`config.mk`:
```
export PLATFORM = sky130hd
export DESIGN_NAME = dctq_frame_feeder
export DESIGN_NICKNAME = d
export VERILOG_FILES = /design/src/rtl/dctq_frame_feeder.sv
export SDC_FILE = /design/constraint.sdc
export NUM_CORES = 1
export LEC_CHECK = 0
export ABC_AREA = 1
export CAP_MARGIN = 15
export CORE_UTILIZATION = 42
export CTS_BUF_LIST = sky130_fd_sc_hd__clkbuf_4
export CTS_CLUSTER_SIZE = 30
export DETAILED_ROUTE_END_ITERATION = 10
export PLACE_DENSITY = 0.88
export SYNTH_ARGS = -nofsm -noshare
export SYNTH_HDL_FRONTEND = slang
export SYNTH_SLANG_ARGS = --single-unit
```
`constraint.sdc`:
```
create_clock -name clk -period 3.5 [get_ports clk]
set_input_delay 0.875 -clock clk [delete_from_list [all_inputs] [get_ports clk]]
set_output_delay 0.875 -clock clk [all_outputs]
set_load 0.03 [all_outputs]
```
`src/rtl/dctq_frame_feeder.sv`:
```
// rtl/dctq_frame_feeder.sv - frame-memory to DCTQ block feeder with completion counting.
// Optional FEEDER_STALL_EN adds a stall input, drives hold and keeps a one-word read skid register.
module dctq_frame_feeder #(
    parameter int NUM_BLKS = 1024,
    parameter int ADDR_W   = 13,
    parameter int CNT_W    = 11
) (
    input  logic              clk,
    input  logic              reset,
    input  logic              frame_start,
    output logic              mem_rd,
    output logic [ADDR_W-1:0] mem_addr,
    input  logic [63:0]       mem_rdata,
    output logic [63:0]       di,
    output logic              din_valid,
    output logic [2:0]        wa,
    output logic [7:0]        be,
    input  logic              ready,
    output logic              start,
    output logic              hold,
    input  logic              dctq_valid,
    input  logic [5:0]        addr,
    output logic              busy,
    output logic [CNT_W-1:0]  blk_sent,
    output logic [CNT_W-1:0]  blk_done,
`ifdef FEEDER_STALL_EN
    input  logic              stall,
`endif
    output logic              frame_done
);

    typedef enum logic [1:0] {IDLE, LOAD, WAIT_RDY, DRAIN} state_t;

    localparam logic [CNT_W-1:0] NB_C = CNT_W'(NUM_BLKS);

    state_t             state;
    logic [3:0]         lcnt;
    logic               mem_rd_q;
    logic               din_valid_q;
    logic               start_q;
    logic               frame_done_q;
    logic               eob;
    logic               frz;
    logic [63:0]        row_data;
    logic [CNT_W-1:0]   sent_nxt;

    assign sent_nxt = blk_sent + 1'b1;

`ifdef FEEDER_STALL_EN
    logic        rd_prev;
    logic        skid_valid;
    logic [63:0] skid;

    assign frz  = stall;
    assign hold = stall;

    // A word whose read was issued just before the stall lands in the first
    // stall cycle; it is parked here and replayed on the first free cycle.
    always_ff @(posedge clk or posedge reset) begin
        if (reset) begin
            rd_prev    <= 1'b0;
            skid_valid <= 1'b0;
            skid       <= '0;
        end else begin
            rd_prev <= mem_rd;
            if (stall) begin
                if (rd_prev) begin
                    skid       <= mem_rdata;
                    skid_valid <= 1'b1;
                end
            end else begin
                skid_valid <= 1'b0;
            end
        end
    end

    assign row_data = skid_valid ? skid : mem_rdata;
`else
    assign frz      = 1'b0;
    assign hold     = 1'b0;
    assign row_data = mem_rdata;
`endif

    assign mem_rd     = mem_rd_q & ~frz;
    assign din_valid  = din_valid_q & ~frz;
    assign start      = start_q & ~frz;
    assign frame_done = frame_done_q & ~frz;
    assign be         = din_valid ? 8'h00 : 8'hFF;
    assign di         = din_valid ? row_data : 64'd0;

    always_ff @(posedge clk or posedge reset) begin
        if (reset) begin
            state        <= IDLE;
            lcnt         <= '0;
            mem_rd_q     <= 1'b0;
            mem_addr     <= '0;
            din_valid_q  <= 1'b0;
            wa           <= '0;
            start_q      <= 1'b0;
            frame_done_q <= 1'b0;
            busy         <= 1'b0;
            blk_sent     <= '0;
        end else if (!frz) begin
            start_q      <= 1'b0;
            frame_done_q <= 1'b0;
            case (state)
                IDLE: begin
                    if (frame_start) begin
                        mem_addr <= '0;
                        blk_sent <= '0;
                        busy     <= 1'b1;
                        lcnt     <= '0;
                        mem_rd_q <= 1'b1;
                        state    <= LOAD;
                    end
                end
                LOAD: begin
                    // Reads go out in cycles 0..7; each word is shown one cycle later.
                    lcnt <= lcnt + 1'b1;
                    if (lcnt <= 4'd7) begin
                        mem_addr    <= mem_addr + 1'b1;
                        mem_rd_q    <= (lcnt != 4'd7);
                        din_valid_q <= 1'b1;
                        wa          <= lcnt[2:0];
                    end else begin
                        din_valid_q <= 1'b0;
                        state       <= WAIT_RDY;
                    end
                end
                WAIT_RDY: begin
                    if (ready) begin
                        start_q  <= 1'b1;
                        blk_sent <= sent_nxt;
                        if (sent_nxt < NB_C) begin
                            lcnt     <= '0;
                            mem_rd_q <= 1'b1;
                            state    <= LOAD;
                        end else begin
                            state <= DRAIN;
                        end
                    end
                end
                DRAIN: begin
                    if (blk_done == NB_C) begin
                        frame_done_q <= 1'b1;
                        busy         <= 1'b0;
                        state        <= IDLE;
                    end
                end
                default: state <= IDLE;
            endcase
        end
    end

    // Completions keep counting through a stall; they are ignored outside a frame.
    always_ff @(posedge clk or posedge reset) begin
        if (reset) begin
            eob      <= 1'b0;
            blk_done <= '0;
        end else begin
            eob <= dctq_valid && (addr == 6'd63);
            if (state == IDLE && frame_start && !frz)
                blk_done <= '0;
            else if (busy && eob)
                blk_done <= blk_done + 1'b1;
        end
    end

endmodule

```
======== Word level (Yosys, flattened, before mapping) ========
Cells that the tools add are included.
word-level totals
  logic and storage cells ................. 78
  input port bits ......................... 75
  bits in registers ....................... 50
cells by class
  $lt $le $gt $ge ......................... 2
  eq/ne operators ......................... 12
  add/sub/neg operators ................... 4
  reductions and logical operators ........ 16
  mux-type cells .......................... 32
operators with widths
  operator                                             number
  2-to-1 mux 64 bit                                    1
  2-to-1 mux 11 bit                                    4
  2-to-1 mux 13 bit                                    2
  one-hot mux 13 bit (2 select lines)                  1
  adder 11 x 1 -> 11 bit, second input constant        2
  one-hot mux 11 bit (2 select lines)                  1
  adder 13 x 1 -> 13 bit, second input constant        1
  2-to-1 mux 4 bit                                     3
  inequality test 2 bit, second input constant         6
  one-hot mux 4 bit (3 select lines)                   1
  equality test 11 bit, second input constant          1
  less-than comparator 11 bit, second input constant   1
  2-to-1 mux 1 bit                                     10
  2-to-1 mux 2 bit                                     5
  AND reduction 3 bit                                  3
  2-to-1 mux 8 bit                                     1
  one-hot mux 2 bit (4 select lines)                   1
  AND reduction 4 bit                                  2
  nonzero test 2 bit                                   4
  equality test 6 bit, second input constant           1
  AND reduction 5 bit                                  1
  adder 4 x 1 -> 4 bit, second input constant          1
  equality test 2 bit, second input constant           2
  <= comparator 4 x 3 -> 1 bit, second input constant  1
  other kinds (8)                                      10

======== Depth between registers and ports, before layout ========
Gate-level depths: netlist of the first run.
  depth in word-level cells ............... 5
  depth in mapped cells ................... 9
  gate-level depth less buffers ........... 9

======== Worst setup path after synthesis of the first run ========
No wires, ideal clock.
  path kind ............................... register -> output
  start ................................... register din_valid_q (netlist: din_valid)
  end ..................................... output port di[23]
  path slack .............................. 1.265 ns
  buffers on the path ..................... 2
  stages on the path, launching flop included .. 5
  arrival time ............................ 1.360 ns
  cells stage by stage .................... dfrtp_1 > clkbuf_1 > buf_1 > nand2_1 > inv_1
on the way
  word-level cells in the longest chain between the ends .. 1
ends and longest elaborated chain
  item                      RTL line  RTL
  start: declaration        39        logic din_valid_q;
  start signal: assignment  97        din_valid_q <= 1'b0;
  start signal: assignment  123       din_valid_q <= 1'b1;
  start signal: assignment  126       din_valid_q <= 1'b0;
  2-to-1 mux 64 bit         89        assign di = din_valid ? row_data : 64'd0;
  end: declaration          14        output logic [63:0] di,
No other way between the ends.

======== Final worst setup path of the first run ========
  start ................................... register din_valid_q (netlist: din_valid)
  end ..................................... output port di[42]
The elaborated chain is that of the path after synthesis.

==> results.md, run 1 <==
* Tcrit/Tclk final at 89.9%
* Die area at 0.00811 sq mm
* First-pass GRT wire length at 17200 um
* P_sw at 1.64 mW
* Power per cell area at 605 mW/mm^2
* Synthesized cell area at 0.00326 sq mm
* Worst Setup End Kind: primary output
* Latest clock arrival within the worst-skew pair at 0.37 ns
* Layout overhead on the synthesized area at 61.2%
* Share of cells above drive strength 1 at 4.57%
* CP arrival at 2.27 ns
* Post-synth top area cell: dfrtp_1
* Worst EP required at 2.62 ns
* Seq pwr share at 25.4%
* Ys flop type: dfrtp_1
* Cell with the most instances after synthesis: nand2_1
* Clock group share of total power at 8.4%
* Hold_ws at 0.498 ns
* Worst Tran Pin Value at 0.719 ns
* Gpl congestion at 0.867
* Flop2flop setup slack at 1.78 ns
* Postcts setup bufs at 0
* CTS root buf: clkbuf_4
* Post-synth top cells: nand2_1 (152), inv_1 (116), dfrtp_1 (50)
* Post-synthesis area per instance at 6.57 sq um
* Clk pin slew, worst setup/hold paths at 0.15 ns
* #FFs+latches synth at 50
* Dpl cells at 769
* Post-synth ARST share at 100%
* Sequential fraction of the synthesis area at 38.4%
* Average wire per standard cell at 13.2 um
* RR Startpoint: blk_done[0]
* Max Slew Vio Count at 0
* Via/cell ratio at 4.77
* Cts-stage hold buffer count at 0
* Hpwl dp at 8190 um
* Ports placed on the boundary at 191
* Post-synthesis mux area share at 0%
* PnR Total Power at 3.18 mW
* Global Route Usage Sum at 25.8%
* Outcome: completed
* CTS tree: done
* DRT Pass-1 Iters at 5
* Max-slew headroom at 52.0%
* Largest family of logic cells by synthesized area: simple AND/OR/NAND/NOR gates
* Total Nets Final at 757
* Final WL at 10300 um
* Max Freq at 0.318 GHz
* Remaining DRCs at 0
* Peak supply drop at 0.341 mV
* Port buffer count at 189
* Overflow left after global routing at 0
* Max Cap Viol at 0
* Mapped Cells at 496
* Netlist cell types at 30
* Final Hold Viols at 0
* Switch share at 51.8%
* Ys Warns at 0
* Critical Path Start: din_valid
* Critical path fanouts, max at 37
* Fin Setup TNS at 0 ns
* Number of flops mapped to enable cells by yosys at 0
* RSZ-0062 raised after global routing: no
* CTS max path bufs at 2
* Initial Util at 44.2%
* Die height at 90.1 um
* H-tree depth at 2
* Iteration-0 DRC Markers at 167
* Vias in the first global route at 3607
* Site row count at 31
* Initial antenna violation count at 1
* Final Setup Violations at 0
* DR vias at 3707
* Syn Nets at 576
* Largest net degree at the start of global routing at 38
* Final min period at 3.15 ns
* CP startpoint kind: flip-flop
* Post-CTS resize count at 0
* CP Class: reg -> out
* Reg2reg end: blk_done[10]
* R2R depth at 6
* Layout Cells excl Fill at 777
* Clock Sinks at 50
* Antenna cells at 0
* Post-DRT Antenna Nets at 0
* Worst Hold Class: reg -> reg
* Leak Pwr at 2.70 nW
* Setup crit end: di[42]
* Adder-Cell Fraction of Synth Area at 1.92%
* Compound-cell area share of the yosys netlist at 8.84%
* Inserted Clock Buffers at 5
* Xor/xnor share of the synthesized area at 0%
* Top-area cell type share of the netlist area at 38.4%
* Internal power at 1.53 mW
* Top cells by area in the synthesized netlist: dfrtp_1 (38%), nand2_1 (18%), inv_1 (13%), nand3_1 (4.3%), nor2_1 (3.5%)
* Core ar. at 0.00737 sq mm
* Setup Skew at 0.0156 ns
* Simple-gate share of the synthesized area at 33.7%
* Die X at 90.1 um
* Comb pwr share at 66.3%
==> metrics by stage <==
step	worst slack [ns]	util (%)	cell area, sq um
6_report	0.354	71.2	5250
5_1_grt	0.195	71.2	5250
4_1_cts	0.343	71.2	5250
3_5_place_dp	0.438	70.5	5190
3_3_place_gp	0.435	70.5	5190
2_1_floorplan	1.26	-	3260
==> worst min path at each step <==
stage / startpoint / to / slack, ns / cells after the start
floorplan: lcnt[1] / lcnt[1] / 0.49 / 2
global placement: wa[0] / wa[0] / 0.48 / 2
detailed placement: wa[1] / wa[1] / 0.46 / 2
CTS: wa[1] / wa[1] / 0.51 / 2
global route: wa[1] / wa[1] / 0.55 / 2
finish: wa[1] / wa[1] / 0.50 / 2
==> placed cells by master (no fill, tap or decap), drive strengths merged, types with 4 or more instances in the layout <==
| cell type | Yosys | layout |
|---|---|---|
| nand4 | 17 | 17 |
| a21oi | 18 | 18 |
| nor3 | 6 | 6 |
| inv | 119 | 119 |
| dfrtp | 50 | 50 |
| nand2 | 159 | 159 |
| buf | 16 | 4 |
| nand3 | 29 | 29 |
| clkbuf | 3 | 5 |
| o21ai | 30 | 30 |
| ha | 5 | 5 |
| nor2 | 36 | 36 |
| clkdlybuf4s50 | 0 | 189 |
==> cell families (layout without fill, tap and decap cells) <==
family | Yosys count | count (layout)
and+or+nand+nor | 248 | 248
other | 1 | 1
adders and majority gates | 5 | 5
AOI/OAI and AO/OA | 54 | 54
DFF | 50 | 50
buffers and inverters | 138 | 320
==> per-layer routing <==
layer  share of wire [%]  wire (um)  GRT usage (%)  up-vias
met2                  50       5100           46.3      139
met5                0.11         11              0        -
met1                  42       4340           31.3     1691
li1                    -          -              -     1857
met4                 1.3        134           5.78        2
met3                 6.8        696           5.92       18
==> critical path, cell delays in order, from the launching register on <==
cell and delay, ns:
dfrtp_2 0.77, buf_4 0.31, nand2_1 0.07, inv_1 0.06
clkdlybuf4s50_1 0.69
==> power groups by stage <==
stage | Combinational [mW] | Sequential, mW | Clock, mW
after detailed placement | 2.11 | 0.815 | 0
after floorplan | 1.26 | 0.859 | 0
after CTS | 2.12 | 0.806 | 0.269
after global placement | 2.07 | 0.812 | 0
final | 2.11 | 0.807 | 0.266
after global routing | 2.26 | 0.828 | 0.296
==> final cells by class <==
type	instances	area, sq um
clock buffer	5	37.5
inverter	119	447
sequential	50	1250
clock inverter	3	16.3
tap	99	124
fill	616	2120
timing repair buffer	193	1920
multi-input combinational	308	1450
==> state kept, by name, summed over array words and instances (netlist names) <==
signal / flops
busy: 1
eob: 1
wa: 3
blk_sent: 11
blk_done: 11
frame_done: 1
mem_rd: 1
din_valid: 1
state: 2
start: 1
lcnt: 4
mem_addr: 13
No activity file was read; power rests on OpenSTA's default activity.
==> inputs of run 2 (changes only) <==
--- a/config.mk
+++ b/config.mk
@@ -9,7 +9,7 @@
 export CAP_MARGIN = 15
 export CORE_UTILIZATION = 42
 export CTS_BUF_LIST = sky130_fd_sc_hd__clkbuf_4
-export CTS_CLUSTER_SIZE = 30
+export CTS_CLUSTER_SIZE = 8
 export DETAILED_ROUTE_END_ITERATION = 10
 export PLACE_DENSITY = 0.88
 export SYNTH_ARGS = -nofsm -noshare
==> results of run 2 <==
Final layout, timing and power as in run 1 (identical DEF).
